===== src/rtl/score_digit_reader.sv =====
// rtl/score_digit_reader.sv - streams packed-BCD score digits MSB-first with leading-zero blank flags
// Optional feature: define SCORE_HISCORE_EN to add the high-score register and an 8-digit stream.
module score_digit_reader #(
    parameter int BLANK_LEADING = 1
) (
    input  logic        Clk,
    input  logic        Reset,
    input  logic        start,
    input  logic [15:0] score_in,
    input  logic        digit_ready,
    output logic        digit_valid,
    output logic [3:0]  digit_val,
    output logic [2:0]  digit_pos,
    output logic        digit_blank,
    output logic        busy,
`ifdef SCORE_HISCORE_EN
    output logic [15:0] hiscore,
`endif
    output logic        done
);

    typedef enum logic [1:0] {
        S_IDLE,
        S_SEND,
        S_DONE
    } state_t;

`ifdef SCORE_HISCORE_EN
    localparam logic [2:0] LAST_POS = 3'd7;
`else
    localparam logic [2:0] LAST_POS = 3'd3;
`endif

    state_t      state_q, state_d;
    logic [15:0] snap_q, snap_d;
    logic [2:0]  pos_q, pos_d;
    logic [15:0] grp;
    logic [3:0]  nib;
    logic        lead_zero;

`ifdef SCORE_HISCORE_EN
    logic [15:0] hiscore_q, hiscore_d;
    assign hiscore = hiscore_q;
`endif

    always_ff @(posedge Clk) begin
        if (Reset) begin
            state_q   <= S_IDLE;
            snap_q    <= 16'h0000;
            pos_q     <= 3'd0;
`ifdef SCORE_HISCORE_EN
            hiscore_q <= 16'h0000;
`endif
        end else begin
            state_q   <= state_d;
            snap_q    <= snap_d;
            pos_q     <= pos_d;
`ifdef SCORE_HISCORE_EN
            hiscore_q <= hiscore_d;
`endif
        end
    end

    always_comb begin
        state_d   = state_q;
        snap_d    = snap_q;
        pos_d     = pos_q;
`ifdef SCORE_HISCORE_EN
        hiscore_d = hiscore_q;
`endif
        case (state_q)
            S_IDLE: begin
                if (start) begin
                    state_d = S_SEND;
                    snap_d  = score_in;
                    pos_d   = 3'd0;
`ifdef SCORE_HISCORE_EN
                    if (score_in > hiscore_q) begin
                        hiscore_d = score_in;
                    end
`endif
                end
            end
            S_SEND: begin
                if (digit_ready) begin
                    pos_d = pos_q + 3'd1;
                    if (pos_q == LAST_POS) begin
                        state_d = S_DONE;
                    end
                end
            end
            S_DONE:  state_d = S_IDLE;
            default: state_d = S_IDLE;
        endcase
    end

    // Upper four slots read the high score; the register only changes on an accepted start,
    // so it is as stable as the snapshot for the length of the stream.
    always_comb begin
        grp = snap_q;
`ifdef SCORE_HISCORE_EN
        if (pos_q[2]) begin
            grp = hiscore_q;
        end
`endif
        case (pos_q[1:0])
            2'd0: begin
                nib       = grp[15:12];
                lead_zero = (grp[15:12] == 4'h0);
            end
            2'd1: begin
                nib       = grp[11:8];
                lead_zero = (grp[15:8] == 8'h00);
            end
            2'd2: begin
                nib       = grp[7:4];
                lead_zero = (grp[15:4] == 12'h000);
            end
            default: begin
                nib       = grp[3:0];
                lead_zero = 1'b0;
            end
        endcase
    end

    always_comb begin
        digit_valid = 1'b0;
        digit_val   = 4'h0;
        digit_pos   = 3'd0;
        digit_blank = 1'b0;
        done        = 1'b0;
        busy        = (state_q != S_IDLE);
        case (state_q)
            S_SEND: begin
                digit_valid = 1'b1;
                digit_val   = nib;
                digit_pos   = pos_q;
                digit_blank = (BLANK_LEADING != 0) && lead_zero;
            end
            S_DONE:  done = 1'b1;
            default: ;
        endcase
    end

endmodule


===== config.mk =====
export PLATFORM = sky130hd
export DESIGN_NAME = score_digit_reader
export DESIGN_NICKNAME = d
export VERILOG_FILES = /design/src/rtl/score_digit_reader.sv
export SDC_FILE = /design/constraint.sdc
export NUM_CORES = 1
export LEC_CHECK = 0
export CORE_UTILIZATION = 40
export CTS_BUF_LIST = sky130_fd_sc_hd__clkbuf_4
export CTS_CLUSTER_DIAMETER = 50
export DETAILED_ROUTE_END_ITERATION = 12
export PLACE_DENSITY = 0.74
export SYNTH_ARGS = -nofsm -noshare
export SYNTH_HDL_FRONTEND = slang
export SYNTH_SLANG_ARGS = --single-unit

===== constraint.sdc =====
create_clock -name Clk -period 1.7 [get_ports Clk]
set_input_delay 0.425 -clock Clk [delete_from_list [all_inputs] [get_ports Clk]]
set_output_delay 0.425 -clock Clk [all_outputs]
set_load 0.005 [all_outputs]

==> results of run 1 <==
## layout make-up
type,instances,area [um2]
Clock buffer,4,30.0
Fill cell,185,711
Inverter,4,17.5
Multi-Input combinational cell,93,598
Sequential cell,21,429
Tap cell,28,35.0
Timing Repair Buffer,54,477
## critical path: cells and delay by family (launching register included)
family                   cells  cell delay, ns
buffers and inverters        2            0.26
AO/OA/AOI/OAI                2            0.46
adder cells (fa/ha/maj)      1            0.16
flip-flops                   1            0.38
## layer usage
| layer | GRT usage [%] | wire, um |
|---|---|---|
| met5 | 0 | 0 |
| met2 | 38.4 | 1410 |
| met3 | 6.38 | 159 |
| met1 | 23.7 | 1080 |
| met4 | 10.5 | 92 |
## power groups by stage
stage	combinational, mW	sequential (mW)	clock, mW
6_report	0.235	0.539	0.265
5_1_grt	0.259	0.541	0.288
4_1_cts	0.211	0.538	0.264
3_5_place_dp	0.199	0.549	0
3_3_place_gp	0.196	0.548	0
2_1_floorplan	0.102	0.545	0
## cell usage in the layout, fill, tap and decap left out, drive strengths merged, types with 2 or more instances in the layout
cell type	Yosys	layout
a21oi	22	22
a222oi	4	4
and2	3	3
buf	4	34
clkbuf	2	4
clkdlybuf4s50	0	19
dfxtp	21	21
ha	6	6
inv	4	4
nand2	33	33
nand3	2	2
nand4b	2	2
nor2	3	3
nor3b	2	2
nor4	2	2
o21ai	4	4
o31ai	2	2
## stage by stage
step                      power (mW)  setup TNS, ns  std cells  util (%)  hold WS, ns
after floorplan                0.647              0        124         -        0.433
after global placement         0.744          -1.82        192      61.9        0.444
after detailed placement       0.748          -2.04        192      61.9        0.444
after CTS                       1.01          -1.26        201      65.7        0.460
after global routing            1.09          -2.13        204      69.1        0.487
final                           1.04          -1.66        204      69.1        0.459
## Yosys cell counts (all sizes together) (3+ instances only)
cell type	count	area, um2
a21oi	22	110
a222oi	4	40.0
and2	3	18.8
buf	4	42.5
dfxtp	21	420
ha	6	75.1
inv	4	15.0
nand2	33	124
nor2	3	11.3
o21ai	4	20.0
## registers in the layout, indices dropped and copies added (netlist names)
register	cells
grp	16
pos_q	3
state_q	2
## path summary, 6_finish.rpt
| kind | start | endpoint | slack (ns) | depth (start not counted) |
|---|---|---|---|---|
| setup / recovery | pos_q[1] | digit_val[0] | -0.30 | 5 |
| hold / removal | grp[0] | grp[0] | 0.46 | 2 |
| setup reg to reg | pos_q[0] | pos_q[2] | 0.29 | 5 |
| hold reg to reg | grp[0] | grp[0] | 0.46 | 2 |
## cells by family after synthesis
| group | share of synthesized area, % |
|---|---|
| flip-flops | 41.3 |
| AND/OR/NAND/NOR | 25.1 |
| adder cells (fa/ha/maj) | 7.38 |
| buffers and inverters | 6.39 |
| AO/OA/AOI/OAI | 19.8 |
## timing repair
action | 4_1_cts | 5_1_grt
resized for setup | 57 | 16
endpoints found under the setup margin | 11 | 9
pin swaps | 12 | 10
endpoints found under the hold margin | 0 | 0
setup buffers | 5 | 5
==> impl_metrics.ini, run 1 <==
[floorplan]
chipWidth_um = 52.4
core_um2 = 2300
start_util_pct = 44.3
dieArea_um2 = 2750
die_y_um = 52.4
fp-row-count = 17
ios = 31

[finish]
area_delta_synth_final_pct = 56.0
drive_gt1_share_pct = 31.3
nNetsFinal = 203
antenna_cells = 0
fin_area_um2 = 1590

[sta]
clock_skew_ns = 0.00368
final_hold_viol_count = 0
fmax_ghz = 0.501
slew_violations = 0
relSlewSlack_pct = 70.6
setup_slack_ns = -0.298
fin_crit_ns = 2.00
worstMarginPinSlew_ns = 0.437
period_share_pct = 118
rsz0062_at_grt = yes
report.final.setup_viol = 8

[cts]
clk_path_buf_depth = 2
cts_buffers = 3
clock-sinks = 21
cts_tree = built
cts_hold_buffers = 0
clock-root-buffer = clkbuf_4
worstSkewPairLatency_ns = 0.31
h-tree-depth = 1
clk_pin_slew_worst_paths_ns = 0.12

[yosys]
synth_ff_type = dfxtp_1
synthDistinctLibCells = 27
async_flop_share_pct = 0
netlist_instances = 124
yosysWarnings = 0
ys_seq_area_share_pct = 41.3
ys_seq_elements = 21
syn_area_per_cell_um2 = 8.20
netlist_area_um2 = 1020
synth_fp_nets = 150
synth_edf_count = 0

[detailed_routing]
vias = 1086
antenna_left = 0
vias_per_cell = 5.32
wl_per_cell_um = 13.4
routed_wl_mm = 2.74
drt_iter0_drc = 38
dr.pass1.iters = 4
drc = 0

[place]
place_ws_ns = -0.365
place_hpwl_mm = 1.77
gp_congestion = 0.875
portBuffers = 30
dpl_cell_area_um2 = 1420

[grt]
first_global_vias = 970
grt_max_degree = 18
grtUsageTotal_pct = 21.9
overflow = 0
grt_antenna_before_repair = 0
grt_pass1_wl_mm = 4.27

[pwr]
p_leak_nw = 0.649
power_density_nw_per_um2 = 655
switchingPower_uw = 280
p_sw_share_pct = 27.0
pwr-share-seq_pct = 51.9
p_clk_share_pct = 25.5
combPwrFrac_pct = 22.6
internal_power_uw = 758
vdd_drop_max_v = 0.000656

[run_status]
failed_checks = negative setup slack
status = complete, but fails checks

[critical_path]
crit_type = reg -> out
start_kind = register
worstPathRequired_ns = 1.27
max_stage_delay_ns = 0.38
worstPathArrival_ns = 1.57
crit_chain = buf_6 -> ha_4 -> a222oi_1 -> a21oi_1 -> buf_2
end_kind = output pin
crit_path_max_fanout = 5
cpMaxStageDelayCell = dfxtp_4

[worst_hold_path]
hp-class = reg -> reg

[flow_run]
cap_viol_max_count = 0
(Power assumes the default switching activity.)
==> run 2, diff against run 1 <==
--- a/config.mk
+++ b/config.mk
@@ -5,6 +5,8 @@
 export SDC_FILE = /design/constraint.sdc
 export NUM_CORES = 1
 export LEC_CHECK = 0
+export ABC_AREA = 1
+export CORE_ASPECT_RATIO = 1.25
 export CORE_UTILIZATION = 40
 export CTS_BUF_LIST = sky130_fd_sc_hd__clkbuf_4
 export CTS_CLUSTER_DIAMETER = 50
==> impl_metrics.ini, run 2 <==
[critical_path]
crit_type = reg -> out
worstPathRequired_ns = 1.27
end_kind = output pin
worstPathArrival_ns = 1.41
ff2ff_path_depth = 6
start_kind = register
r2r_start = pos_q[0]
crit_path_max_fanout = 5
r2r_slack_ns = 0.41
crit-reg2reg-capture = state_q[0]

[sta]
rsz0062_at_grt = yes
fin_crit_ns = 1.84
fmax_ghz = 0.544
worstMarginPinSlew_ns = 0.225
setup_slack_ns = -0.139
final_hold_viol_count = 0
relSlewSlack_pct = 84.9
clock_skew_ns = 0.00199
setup_tns_ns = -0.598
whs_ns = 0.471
report.final.setup_viol = 5
period_share_pct = 108
slew_violations = 0

[finish]
nNetsFinal = 226
final_common_cell = nor2_1
final_cell_mix = nor2_1, o21ai_0, clkdlybuf4s50_1, buf_4, dfxtp_1
antenna_cells = 0
area_delta_synth_final_pct = 57.2
largest_reg_flops = 16
drive_gt1_share_pct = 31.2
fin_area_um2 = 1620

[grt]
grt_max_degree = 13
grt_antenna_before_repair = 0
grt_pass1_wl_mm = 4.54
first_global_vias = 1083
grtUsageTotal_pct = 22.8
overflow = 0

[detailed_routing]
routed_wl_mm = 2.81
drt_iter0_drc = 16
wl_per_cell_um = 12.1
vias = 1125
vias_per_cell = 4.85
antenna_left = 0
drc = 0
dr.pass1.iters = 4

[place]
place_hpwl_mm = 2.12
portBuffers = 30
dpl_cell_area_um2 = 1470
gp_congestion = 0.941
place_ws_ns = -0.243

[cts]
clock-sinks = 21
clock-root-buffer = clkbuf_4
cts_tree = built
cts_buffers = 3
h-tree-depth = 1
worstSkewPairLatency_ns = 0.31
clk_path_buf_depth = 2
clk_pin_slew_worst_paths_ns = 0.12

[pwr]
internal_power_uw = 753
combPwrFrac_pct = 23.9
pwr-share-seq_pct = 52.8
p_sw_share_pct = 28.9
switchingPower_uw = 306
p_clk_share_pct = 23.3
vdd_drop_max_v = 0.000468
power_density_nw_per_um2 = 656
p_leak_nw = 0.708

[yosys]
synth_ff_type = dfxtp_1
synth.top_cell.area_share_pct = 40.9
synth-simple-area-share_pct = 26.8
synthDistinctLibCells = 19
yosys-mux-area-fraction_pct = 0
synth_edf_count = 0
ys_seq_elements = 21
synth_fp_nets = 172
netlist_area_um2 = 1030
synth_top_area_cell = dfxtp_1
synth_most_common_cell = nor2_1
ys_seq_area_share_pct = 40.9
synth_fa_ha_area_share_pct = 7.31
ys_top_cells_by_area = dfxtp_1, nor2_1, o21ai_0
yosysWarnings = 0
synth_xor_area_share_pct = 0
netlist_instances = 146
syn_area_per_cell_um2 = 7.04
synth-compound-area-share_pct = 17.5
synth_top_family_by_area = simple AND/OR/NAND/NOR gates
synth_common_cells = nor2_1, o21ai_0, dfxtp_1, nand2_1, inv_1
async_flop_share_pct = 0

[run_status]
status = complete, but fails checks
failed_checks = negative setup slack

[worst_hold_path]
hold_path_end = pos_q[2]
hp-class = reg -> reg
holdPathStages = 2
hold_path.startpoint = pos_q[2]

[floorplan]
core_um2 = 2430
die_y_um = 58.7
fp-row-count = 20
start_util_pct = 42.3
ios = 31
dieArea_um2 = 2780
chipWidth_um = 47.3

[flow_run]
cap_viol_max_count = 0
run 2: worst max-delay path by stage:
stage               startpoint            to
finish                pos_q[1]  digit_val[2]
CTS                   pos_q[1]  digit_val[1]
detailed placement    pos_q[0]   digit_blank
floorplan             pos_q[0]   digit_blank
global route          pos_q[1]  digit_val[2]
global placement      pos_q[0]   digit_blank
run 2: metrics by stage:
| step | std cells | power [mW] | utilization, % |
|---|---|---|---|
| 6_report | 232 | 1.06 | 66.5 |
| 5_1_grt | 232 | 1.12 | 66.5 |
| 4_1_cts | 230 | 1.06 | 65.9 |
| 3_5_place_dp | 221 | 0.805 | 60.7 |
| 3_3_place_gp | 221 | 0.797 | 60.7 |
| 2_1_floorplan | 146 | 0.674 | - |
run 2: timing repair:
| item | 4_1_cts | 5_1_grt |
|---|---|---|
| setup buffers | 5 | 2 |
| pin swaps | 11 | 2 |
| hold buffers | 0 | 0 |
| gates resized for setup | 59 | 8 |
| endpoints found under the setup margin | 11 | 8 |
run 2: logic make-up after synthesis:
group,count (synthesis)
compound gates,35
buf+inv,18
fa+ha+maj,6
flops,21
simple gates,66
run 2: power groups by stage:
stage                     logic (mW)  clock network, mW  registers, mW
after detailed placement       0.238                  0          0.566
after global routing           0.284              0.276          0.564
after floorplan                0.116                  0          0.558
final                          0.254              0.247          0.560
after global placement         0.232                  0          0.565
after CTS                      0.249              0.255          0.559
run 2: worst max-delay path, cell delays in order (launching register included):
cell	delay, ns
dfxtp_4	0.40
ha_4	0.19
buf_6	0.12
a21oi_2	0.14
a31oi_1	0.11
buf_2	0.14
run 2: metal layers:
| metal | wire length [um] | up-vias | GRT usage [%] |
|---|---|---|---|
| li1 | - | 579 | - |
| met1 | 1120 | 510 | 25.8 |
| met2 | 1500 | 27 | 39.7 |
| met3 | 99 | 9 | 3.37 |
| met4 | 95 | 0 | 11.0 |
| met5 | 0 | - | 0 |
run 2: area by class of cell:
class                           count  area [um2]
Sequential cell                    21         429
Clock buffer                        3        22.5
Timing Repair Buffer               52         442
Inverter                           15        61.3
Multi-Input combinational cell    107         614
Fill cell                         219         812
Clock inverter                      1        5.00
Tap cell                           33        41.3
==> run 3, diff against run 2 <==
--- a/config.mk
+++ b/config.mk
@@ -7,11 +7,12 @@
 export LEC_CHECK = 0
 export ABC_AREA = 1
 export CORE_ASPECT_RATIO = 1.25
-export CORE_UTILIZATION = 40
+export CORE_UTILIZATION = 45
 export CTS_BUF_LIST = sky130_fd_sc_hd__clkbuf_4
 export CTS_CLUSTER_DIAMETER = 50
 export DETAILED_ROUTE_END_ITERATION = 12
-export PLACE_DENSITY = 0.74
+export PLACE_DENSITY = 0.81
+export SKIP_CTS_REPAIR_TIMING = 1
 export SYNTH_ARGS = -nofsm -noshare
 export SYNTH_HDL_FRONTEND = slang
 export SYNTH_SLANG_ARGS = --single-unit
==> constraint.sdc (replaced) <==
create_clock -name Clk -period 2.3 [get_ports Clk]
set_input_delay 0.575 -clock Clk [delete_from_list [all_inputs] [get_ports Clk]]
set_output_delay 0.575 -clock Clk [all_outputs]
set_load 0.005 [all_outputs]
==> impl_metrics.ini, run 3 (synthesized netlist as in run 2, its figures left out) <==
[worst_hold_path]
holdPathStages = 2
hp-class = reg -> reg

[cts]
clk_path_buf_depth = 2
h-tree-depth = 1
cts_tree = built
clk_pin_slew_worst_paths_ns = 0.12
worstSkewPairLatency_ns = 0.31
clock-root-buffer = clkbuf_4
clock-sinks = 21
cts_buffers = 3

[run_status]
failed_checks = negative setup slack
status = complete, but fails checks

[sta]
fin_crit_ns = 2.37
whs_ns = 0.489
fmax_ghz = 0.421
relSlewSlack_pct = 72.7
clock_skew_ns = 0.00638
final_hold_viol_count = 0
slew_violations = 0
period_share_pct = 103
report.final.setup_viol = 4
setup_slack_ns = -0.0733
worstMarginPinSlew_ns = 0.408
rsz0062_at_grt = yes

[finish]
final_util_pct = 64.6
largest_reg_flops = 16
final_cell_mix = nor2_1, clkdlybuf4s50_1, o21ai_0, dfxtp_1, nand2_1
nNetsFinal = 205
antenna_cells = 0
drive_gt1_share_pct = 12.4
fill_cells = 200
final_common_cell = nor2_1
area_delta_synth_final_pct = 37.6
final_cells = 209

[grt]
first_global_vias = 965
grtUsageMet1_pct = 26.9
grt_pass1_wl_mm = 3.91
top_usage_layer = met2
use_met3_pct = 1.96
grt_antenna_before_repair = 0
use_met2_pct = 33.0
grtUsageTotal_pct = 20.5
overflow = 0
grt_max_degree = 19

[place]
place_hpwl_mm = 1.73
portBuffers = 30
gp_congestion = 0.885
dpl.cell_count = 205

[critical_path]
worstPathRequired_ns = 1.73
start_kind = register
worstPathArrival_ns = 1.80
crit_path_max_fanout = 5
crit_type = reg -> out
ff2ff_path_depth = 5
end_kind = output pin

[floorplan]
ios = 31
fp-row-count = 19
dieArea_um2 = 2480
chipWidth_um = 44.7
core_um2 = 2190
die_y_um = 55.4
start_util_pct = 47.0

[detailed_routing]
vias = 1034
wl_per_cell_um = 11.0
drc = 0
dr.pass1.iters = 4
drt_iter0_drc = 26
routed_wl_mm = 2.30
vias_per_cell = 4.95
antenna_left = 0

[pwr]
p_sw_share_pct = 27.6
combPwrFrac_pct = 19.9
finalPower_uw = 757
internal_power_uw = 548
p_leak_nw = 0.580
switchingPower_uw = 209
p_clk_share_pct = 25.7
pwr-share-seq_pct = 54.4
vdd_drop_max_v = 0.000400
power_density_nw_per_um2 = 536

[flow_run]
cap_viol_max_count = 0
[run 3: changes by cell type in the layout (fill, tap and decap cells not counted), sizes merged]
cell / delta
dlymetal6s2s: +1
clkinv: -1
buf: -28
clkdlybuf4s50: +10
dlygate4sd2: -3
[run 3: per-layer routing]
layer | vias to the layer above | wire, um
li1 | 537 | -
met1 | 450 | 980
met2 | 40 | 1120
met3 | 7 | 125
met4 | 0 | 68
met5 | - | 0
[run 3: worst max-delay path, stage by stage, from the launching register on]
cell,delay [ns]
dfxtp_2,0.37
inv_2,0.11
ha_2,0.23
nand2_1,0.07
a31oi_1,0.18
clkdlybuf4s50_1,0.53
[run 3: layout make-up]
type | instances | area, um2 | area share (%)
Multi-Input combinational cell | 107 | 556 | 39.3
Clock buffer | 4 | 30.0 | 2.12
Sequential cell | 21 | 423 | 29.9
Tap cell | 31 | 38.8 | 2.74
Timing Repair Buffer | 31 | 310 | 21.9
Inverter | 15 | 56.3 | 3.98
[run 3: final timing paths]
path	start	end	slack, ns
setup reg to reg	pos_q[0]	pos_q[2]	1.14
hold / removal	pos_q[2]	pos_q[2]	0.49
hold reg to reg	pos_q[2]	pos_q[2]	0.49
setup / recovery	pos_q[0]	digit_val[0]	-0.07
[run 3: metrics by stage]
step	setup slack [ns]	instance area (um2)	setup TNS, ns
2_1_floorplan	0.765	1030	0
3_3_place_gp	0.245	1350	0
3_5_place_dp	0.183	1350	0
4_1_cts	-0.177	1380	-0.713
5_1_grt	-0.175	1410	-0.640
6_report	-0.0733	1410	-0.231
[run 3: power groups by stage]
stage	logic (mW)	clock network [mW]	registers (mW)
after global placement	0.144	0	0.418
after detailed placement	0.148	0	0.419
final	0.151	0.194	0.412
after floorplan	0.0855	0	0.413
after global routing	0.170	0.210	0.416
after CTS	0.149	0.197	0.410
